===== src/rtl/shift_arbiter_ctrl.sv =====
// Two-requester round-robin front end to one shared 32-bit left shifter with a one-entry response buffer.
// Optional rotate-right on op 11 is enabled by defining SHIFT_ROR_EN.

module shift_left32 (
    input  logic [31:0] a,
    input  logic [4:0]  s,
    output logic [31:0] lo,
    output logic [31:0] hi
);
    // hi keeps the bits pushed out of the top so callers can build a rotate from one pass
    logic [63:0] wide;

    assign wide = {32'h0, a} << s;
    assign lo   = wide[31:0];
    assign hi   = wide[63:32];
endmodule

module shift_arbiter_ctrl #(
    parameter int RR_INIT = 0,
    parameter int XLEN    = 32
) (
    input  logic            clk,
    input  logic            rst,
    input  logic            req0_valid,
    output logic            req0_ready,
    input  logic [1:0]      req0_op,
    input  logic [XLEN-1:0] req0_data,
    input  logic [4:0]      req0_shamt,
    input  logic            req1_valid,
    output logic            req1_ready,
    input  logic [1:0]      req1_op,
    input  logic [XLEN-1:0] req1_data,
    input  logic [4:0]      req1_shamt,
    output logic            rsp_valid,
    input  logic            rsp_ready,
    output logic            rsp_id,
    output logic [XLEN-1:0] rsp_data
);
    typedef enum logic {EMPTY, FULL} state_t;

    state_t      state;
    logic        ptr;
    logic        can_accept;
    logic        grant0;
    logic        grant1;
    logic        grant;
    logic [1:0]  sel_op;
    logic [31:0] sel_data;
    logic [4:0]  sel_shamt;
    logic [31:0] shift_in;
    logic [31:0] sh_lo;
    logic [31:0] sh_hi;
    logic [31:0] srl_res;
    logic [31:0] fill;
    logic [31:0] result;

    function automatic logic [31:0] rev32(input logic [31:0] v);
        logic [31:0] r;
        for (int i = 0; i < 32; i++) begin
            r[i] = v[31-i];
        end
        return r;
    endfunction

    assign rsp_valid  = (state == FULL);
    assign can_accept = !rst && (!rsp_valid || rsp_ready);
    assign grant0     = can_accept && req0_valid && (!req1_valid || !ptr);
    assign grant1     = can_accept && req1_valid && (!req0_valid || ptr);
    assign grant      = grant0 || grant1;
    assign req0_ready = grant0;
    assign req1_ready = grant1;

    assign sel_op    = grant1 ? req1_op    : req0_op;
    assign sel_data  = grant1 ? req1_data  : req0_data;
    assign sel_shamt = grant1 ? req1_shamt : req0_shamt;

    // Right shifts run through the left shifter on the bit-reversed operand
    assign shift_in = (sel_op == 2'b00) ? sel_data : rev32(sel_data);

    shift_left32 u_shift (
        .a  (shift_in),
        .s  (sel_shamt),
        .lo (sh_lo),
        .hi (sh_hi)
    );

    assign srl_res = rev32(sh_lo);

    // Sign-fill mask: the top sel_shamt bits set
    always_comb begin
        fill = '0;
        for (int i = 0; i < 32; i++) begin
            fill[i] = (5'(31 - i) < sel_shamt);
        end
    end

    always_comb begin
        result = '0;
        case (sel_op)
            2'b00:   result = sh_lo;
            2'b01:   result = srl_res;
            2'b10:   result = srl_res | (sel_data[31] ? fill : 32'h0);
`ifdef SHIFT_ROR_EN
            // Bits spilled out of the reversed shift are exactly the wrap-around part
            default: result = rev32(sh_lo | sh_hi);
`else
            default: result = 32'h0;
`endif
        endcase
    end

`ifndef SHIFT_ROR_EN
    logic unused_hi;
    assign unused_hi = ^sh_hi;
`endif

    always_ff @(posedge clk) begin
        if (rst) begin
            state    <= EMPTY;
            rsp_id   <= 1'b0;
            rsp_data <= '0;
            ptr      <= 1'(RR_INIT);
        end else begin
            if (grant) begin
                rsp_id   <= grant1;
                rsp_data <= result;
                ptr      <= grant0;
            end
            case (state)
                EMPTY: if (grant) state <= FULL;
                FULL:  if (rsp_ready && !grant) state <= EMPTY;
                default: state <= EMPTY;
            endcase
        end
    end
endmodule


===== config.mk =====
export PLATFORM = sky130hd
export DESIGN_NAME = shift_arbiter_ctrl
export DESIGN_NICKNAME = d
export VERILOG_FILES = /design/src/rtl/shift_arbiter_ctrl.sv
export SDC_FILE = /design/constraint.sdc
export NUM_CORES = 1
export LEC_CHECK = 0
export CAP_MARGIN = 20
export CORE_MARGIN = 2
export CORE_UTILIZATION = 40
export DETAILED_ROUTE_END_ITERATION = 6
export SYNTH_ARGS = -nofsm -noshare
export SYNTH_HDL_FRONTEND = slang
export SYNTH_HIERARCHICAL = 1
export SYNTH_SLANG_ARGS = --single-unit

===== constraint.sdc =====
create_clock -name clk -period 5.36 [get_ports clk]
set_input_delay 1.072 -clock clk [delete_from_list [all_inputs] [get_ports clk]]
set_output_delay 1.072 -clock clk [all_outputs]
set_load 0.1 [all_outputs]

## Word level (Yosys, flattened, before mapping)

Cells that the tools add are included.

| word-level totals | value |
|---|---|
| word-level logic and storage cells | 67 |
| register bits after elaboration | 35 |
| input bits | 83 |

| operators by class | value |
|---|---|
| muxes and demuxes | 9 |
| bitwise operators | 2 |
| order comparisons | 32 |
| equal/unequal tests | 2 |
| shift operators | 1 |
| reduce and logical (&&, ||, !) cells | 17 |

Operators with widths:

| operator | number |
|---|---|
| 32-bit two-way mux | 3 |
| 32-bit one-hot mux with 3 select lines | 1 |
| 5-bit < comparator (first input constant) | 16 |
| 4-bit by 5-bit < comparator with 1-bit output (first input constant) | 8 |
| 32-bit bitwise OR | 1 |
| 32-bit by 5-bit << shifter with 32-bit output | 1 |
| 3-bit by 5-bit < comparator with 1-bit output (first input constant) | 4 |
| 1-bit by 5-bit < comparator with 1-bit output (first input constant) | 2 |
| 2-bit by 5-bit < comparator with 1-bit output (first input constant) | 2 |
| 1-bit logical AND | 6 |
| 1-bit logical NOT | 6 |
| 5-bit two-way mux | 1 |
| 1-bit logical OR | 4 |
| 2-bit by 1-bit equality test with 1-bit output (second input constant) | 1 |
| 2-bit equality test (second input constant) | 1 |
| 2-bit logical NOT | 1 |
| 1-bit two-way mux | 2 |
| 2-bit two-way mux | 1 |
| 1-bit one-hot mux with 2 select lines | 1 |
| 1-bit inverter | 1 |

## Logic depth before layout (Yosys ltp)

Gate-level depths: netlist of run 1.

| depth | value |
|---|---|
| depth in word-level cells | 11 |
| gate-level depth with buffers | 18 |
| depth with buffers taken out | 11 |

## By module

Netlist of run 1, hierarchy kept.

Modules (own cells, without submodules):

| module | cells each | sequential area each (um^2) | area each (um^2) | times used |
|---|---|---|---|---|
| shift_arbiter_ctrl | 444 | 700.7 | 3559.7 | 1 |
| shift_left32 | 285 | 0.0 | 2452.4 | 1 |

## Worst setup path after synthesis of run 1

No wires, ideal clock.

| path | value |
|---|---|
| kind | input-to-reg |
| from | input port rst |
| to | register rsp_data[10] |
| required time | 5228 ps |
| slack | 781 ps |
| data arrival time | 4447 ps |
| path buffers | 7 |
| setup time | 132 ps |
| stages | 18 |
| path through | buf_6 > inv_4 > nand4_1 > buf_4 > inv_2 > buf_2 > buf_2 > nand2_1 > o21ai_0 > clkbuf_1 > buf_2 > buf_4 > mux4_2 > mux2_1 > mux2i_1 > o22ai_1 > o311ai_0 > a21oi_1 |

RTL lines:

| element | RTL line | text |
|---|---|---|
| from (decl) | 23 | `input logic rst,` |
| 1-bit logical NOT * | 66 | `assign can_accept = !rst && (!rsp_valid \|\| rsp_ready);` |
| 1-bit logical AND * | 66 |  |
| 1-bit logical AND * (2 in a row) | 68 | `assign grant1 = can_accept && req1_valid && (!req0_valid \|\| ptr);` |
| named net req1_ready | 30 | `output logic req1_ready,` |
| 5-bit two-way mux * | 75 | `assign sel_shamt = grant1 ? req1_shamt : req0_shamt;` |
| named net sel_shamt[3] | 49 | `logic [4:0] sel_shamt;` |
| 32-bit by 5-bit << shifter with 32-bit output * | 13 | `assign wide = {32'h0, a} << s;` |
| named net sh_lo[21] | 51 | `logic [31:0] sh_lo;` |
| 32-bit bitwise OR | 102 | `2'b10: result = srl_res \| (sel_data[31] ? fill : 32'h0);` |
| 32-bit one-hot mux with 3 select lines * | 99 | `case (sel_op)` |
| to (signal assigned) | 126 | `rsp_data <= result;` |
| to (decl) | 37 | `output logic [XLEN-1:0] rsp_data` |

Mark *: on every way through the listed nets, which the timed path passes. The rest lies on a longest branch.
A chain may end at the register's enable or synchronous reset.

## Worst setup path after layout of run 1

| path | value |
|---|---|
| from | input port rst |
| to | register rsp_data[3] |

| on the way | value |
|---|---|
| cells in the longest elaborated chain, start to end | 10 |

RTL lines:

| element | RTL line | text |
|---|---|---|
| 1-bit logical NOT * | 66 |  |
| 1-bit logical AND * | 66 |  |
| 1-bit logical AND * (2 in a row) | 68 |  |
| 2-bit two-way mux | 73 | `assign sel_op = grant1 ? req1_op : req0_op;` |
| 2-bit logical NOT | 78 | `assign shift_in = (sel_op == 2'b00) ? sel_data : rev32(sel_data);` |
| 32-bit two-way mux * | 78 |  |
| named net shift_in[19] | 50 | `logic [31:0] shift_in;` |
| 32-bit by 5-bit << shifter with 32-bit output * | 13 |  |
| named net sh_lo[28] | 51 |  |
| 32-bit bitwise OR | 102 |  |
| 32-bit one-hot mux with 3 select lines * | 99 |  |

Marks and branches as above.

==> results of run 1 <==
where the power goes:
part | internal (mW) | switching, mW
clock | 0.181 | 0.108
combinational | 0.353 | 0.587
sequential | 0.283 | 0.0144
total | 0.817 | 0.710
routing by layer:
layer	vias up	share of wire	track usage
li1	2639	-	-
met2	300	0.46	0.486
met4	0	0.021	0.0596
met5	-	0	0
met1	2845	0.43	0.415
met3	39	0.086	0.0480
how the worst max path moves through the flow:
stage          depth (start not counted)  slack, ns           end
6_report                              14       0.40   rsp_data[3]
5_1_grt                               14       0.20  rsp_data[21]
4_1_cts                               13       0.46  rsp_data[10]
3_5_place_dp                          13       0.20  rsp_data[10]
3_3_place_gp                          12       0.17   rsp_data[3]
2_1_floorplan                         18       0.88  rsp_data[10]
tightest hold or removal path: cells and delay by family, from the launching register on:
| family | cells | cell delay, ns |
|---|---|---|
| compound gates | 1 | 0.06 |
| flops | 1 | 0.30 |
| simple gates | 1 | 0.05 |
cell usage in the layout, fill, tap and decap left out, types with 8 or more instances in the layout:
| cell type | n |
|---|---|
| a32oi_1 | 13 |
| o31ai_1 | 11 |
| mux2_2 | 24 |
| dfxtp_1 | 35 |
| mux4_2 | 24 |
| o21ai_0 | 26 |
| nor3_1 | 36 |
| clkdlybuf4s50_1 | 116 |
| nand2_1 | 39 |
| buf_4 | 29 |
| nor2_1 | 37 |
| mux2i_1 | 125 |
| o311ai_0 | 9 |
| a221oi_1 | 8 |
| a211oi_1 | 16 |
| a21oi_1 | 44 |
| nand3_1 | 8 |
metrics by stage:
stage | area (um2) | instances | hold slack, ns
final | 6750 | 893 | 0.463
after floorplan | 5340 | 637 | 0.474
after global placement | 6610 | 886 | 0.455
after CTS | 6750 | 893 | 0.471
after global routing | 6750 | 893 | 0.491
after detailed placement | 6610 | 886 | 0.461
area by class of cell:
| cell class | count | share of cell area |
|---|---|---|
| clock buffer | 6 | 0.0206 |
| clock inverter | 1 | 0.000741 |
| inverter | 8 | 0.00482 |
| multi-input combinational | 518 | 0.621 |
| sequential | 35 | 0.104 |
| tap | 176 | 0.0326 |
| timing repair buffer | 149 | 0.216 |
state kept, by name (all words and copies together), names as in the netlist:
signal	flops
rsp_data	32
rsp_id	1
rsp_valid	1
ptr	1
==> impl_metrics.csv, run 1 <==
group,metric,value,unit
cts,path_clk_slew,0.06,ns
worst_setup_path,cp_cell_sequence,"clkdlybuf4s50_1 > inv_4 > nand4_1 > buf_4 > mux2i_4 > buf_12 > mux2i_1 > mux2i_1 > mux4_1 > mux2_2 > mux2i_1 > o22ai_1 > o311ai_0 > a21oi_1",
global_route,antenna_found_initial,0,
power_and_ir_drop,power_density,226,nW/um2
sta,period_share,0.925,
worst_setup_path,r2r_end,"rsp_data[3]",
global_route,grt_overflow_total,0,
cts,cts_setup_buffers,0,
logic_synthesis,synth.avg_cell_area,8.38,um2
detailed_routing,dr.pass1.iters,5,
sta,hold_viol_final,0,
worst_setup_path,cp.buffers_inverters,4,
logic_synthesis,synth_warnings,6,
global_route,grt_pass1_vias,5713,
floorplanning,rows,42,
detailed_routing,drt_iter0_markers,665,
worst_setup_path,crit_top_cell,"mux2i_1",
placement,gp_congestion,1.00,
global_route,grt_first_pass_wirelength,33300,um
cts,postCtsHoldBufs,0,
worst_setup_path,arrival,5.10,ns
sta,slew_violations,0,
sta,max_slew.worst_pin.slew,1.03,ns
sta,setup_violations,0,
worst_setup_path,cp-startpoint,"rst",
detailed_routing,vias_per_cell,6.52,
worst_setup_path,slowest_delay,0.58,ns
placement,dpl.hpwl,16800,um
sta,min_period,4.96,ns
min_path,hold_end,"rsp_id",
detailed_routing,routedWlPerCell,24.3,um
worst_setup_path,cp_top_family,"multiplexers",
floorplanning,start_util,0.406,
logic_synthesis,synthCells,637,
worst_setup_path,cp-end-kind,"register",
worst_setup_path,slowest_stage,"mux4_1",
cts,htreeDepth,2,
detailed_routing,ant_nets,0,
global_route,grt_max_degree,45,
logic_synthesis,synthesis.nets,720,
power_and_ir_drop,power_leakage,2.51,nW
worst_setup_path,critical_path.startpoint_type,"input port",
cts,cts_sinks,35,
detailed_routing,wl,21700,um
floorplanning,dieArea,14300,um2
global_route,grtUsageTotal,0.297,
sta,rsz0062_at_grt,"false",
cells_and_area,num_antenna_cells,0,
power_and_ir_drop,peakVddDrop,0.000131,V
floorplanning,io_pins,119,
sta,max_slew_margin,0.314,
cells_and_area,drive_above_1_share,0.148,
worst_setup_path,critPathMaxFanout,32,
logic_synthesis,netlist_area,5340,um2
worst_setup_path,r2r_cells,11,
placement,io_buffers,118,
worst_setup_path,r2r_setup_slack,1.31,ns
min_path,whs_path_depth,2,
worst_setup_path,required,5.50,ns
placement,dpl_worst_slack,0.203,ns
cells_and_area,register_area,701,um2
cts,cts_tree,"yes",
cells_and_area,areaGrowthSynthToFinish,26.6,%
cts,clockBufferDepth,2,
floorplanning,die_h,119,um
worst_setup_path,worstSetupPathType,"input port to register",
cts,cts_buffers,5,
detailed_routing,drc_errors,0,
cells_and_area,final_nets,800,
job,maxCapViolations,0,
worst_setup_path,rr_startpoint,"ptr",
cells_and_area,multi_input_area,4200,um2
sta,skew,0.00417,ns
cts,cts_root_buffer,"clkbuf_16",
sta,worst_slack,0.400,ns
min_path,hp-start,"rsp_id",
cts,cts_resized,0,
cells_and_area,postLayoutCoreUtil,0.514,
cells_and_area,fill_cells,1264,
sta,fmax,0.202,GHz
cts,clk_latency,0.28,ns
floorplanning,die_w,119,um
sta,tns,0,ns
min_path,hold_class,"register to register",
floorplanning,coreArea,13100,um2
outcome,outcome,"finished, final reports clean",
power_and_ir_drop,post-layout-total-power,1.53,mW
detailed_routing,vias,5823,
(Power assumes the default switching activity.)
==> run 2: changes to the inputs <==
--- a/config.mk
+++ b/config.mk
@@ -8,8 +8,10 @@
 export CAP_MARGIN = 20
 export CORE_MARGIN = 2
 export CORE_UTILIZATION = 40
+export CTS_CLUSTER_SIZE = 28
 export DETAILED_ROUTE_END_ITERATION = 6
 export SYNTH_ARGS = -nofsm -noshare
 export SYNTH_HDL_FRONTEND = slang
 export SYNTH_HIERARCHICAL = 1
 export SYNTH_SLANG_ARGS = --single-unit
+export TNS_END_PERCENT = 30
==> results of run 2 <==
The final DEF is identical to that of run 1; final timing and power are the same.
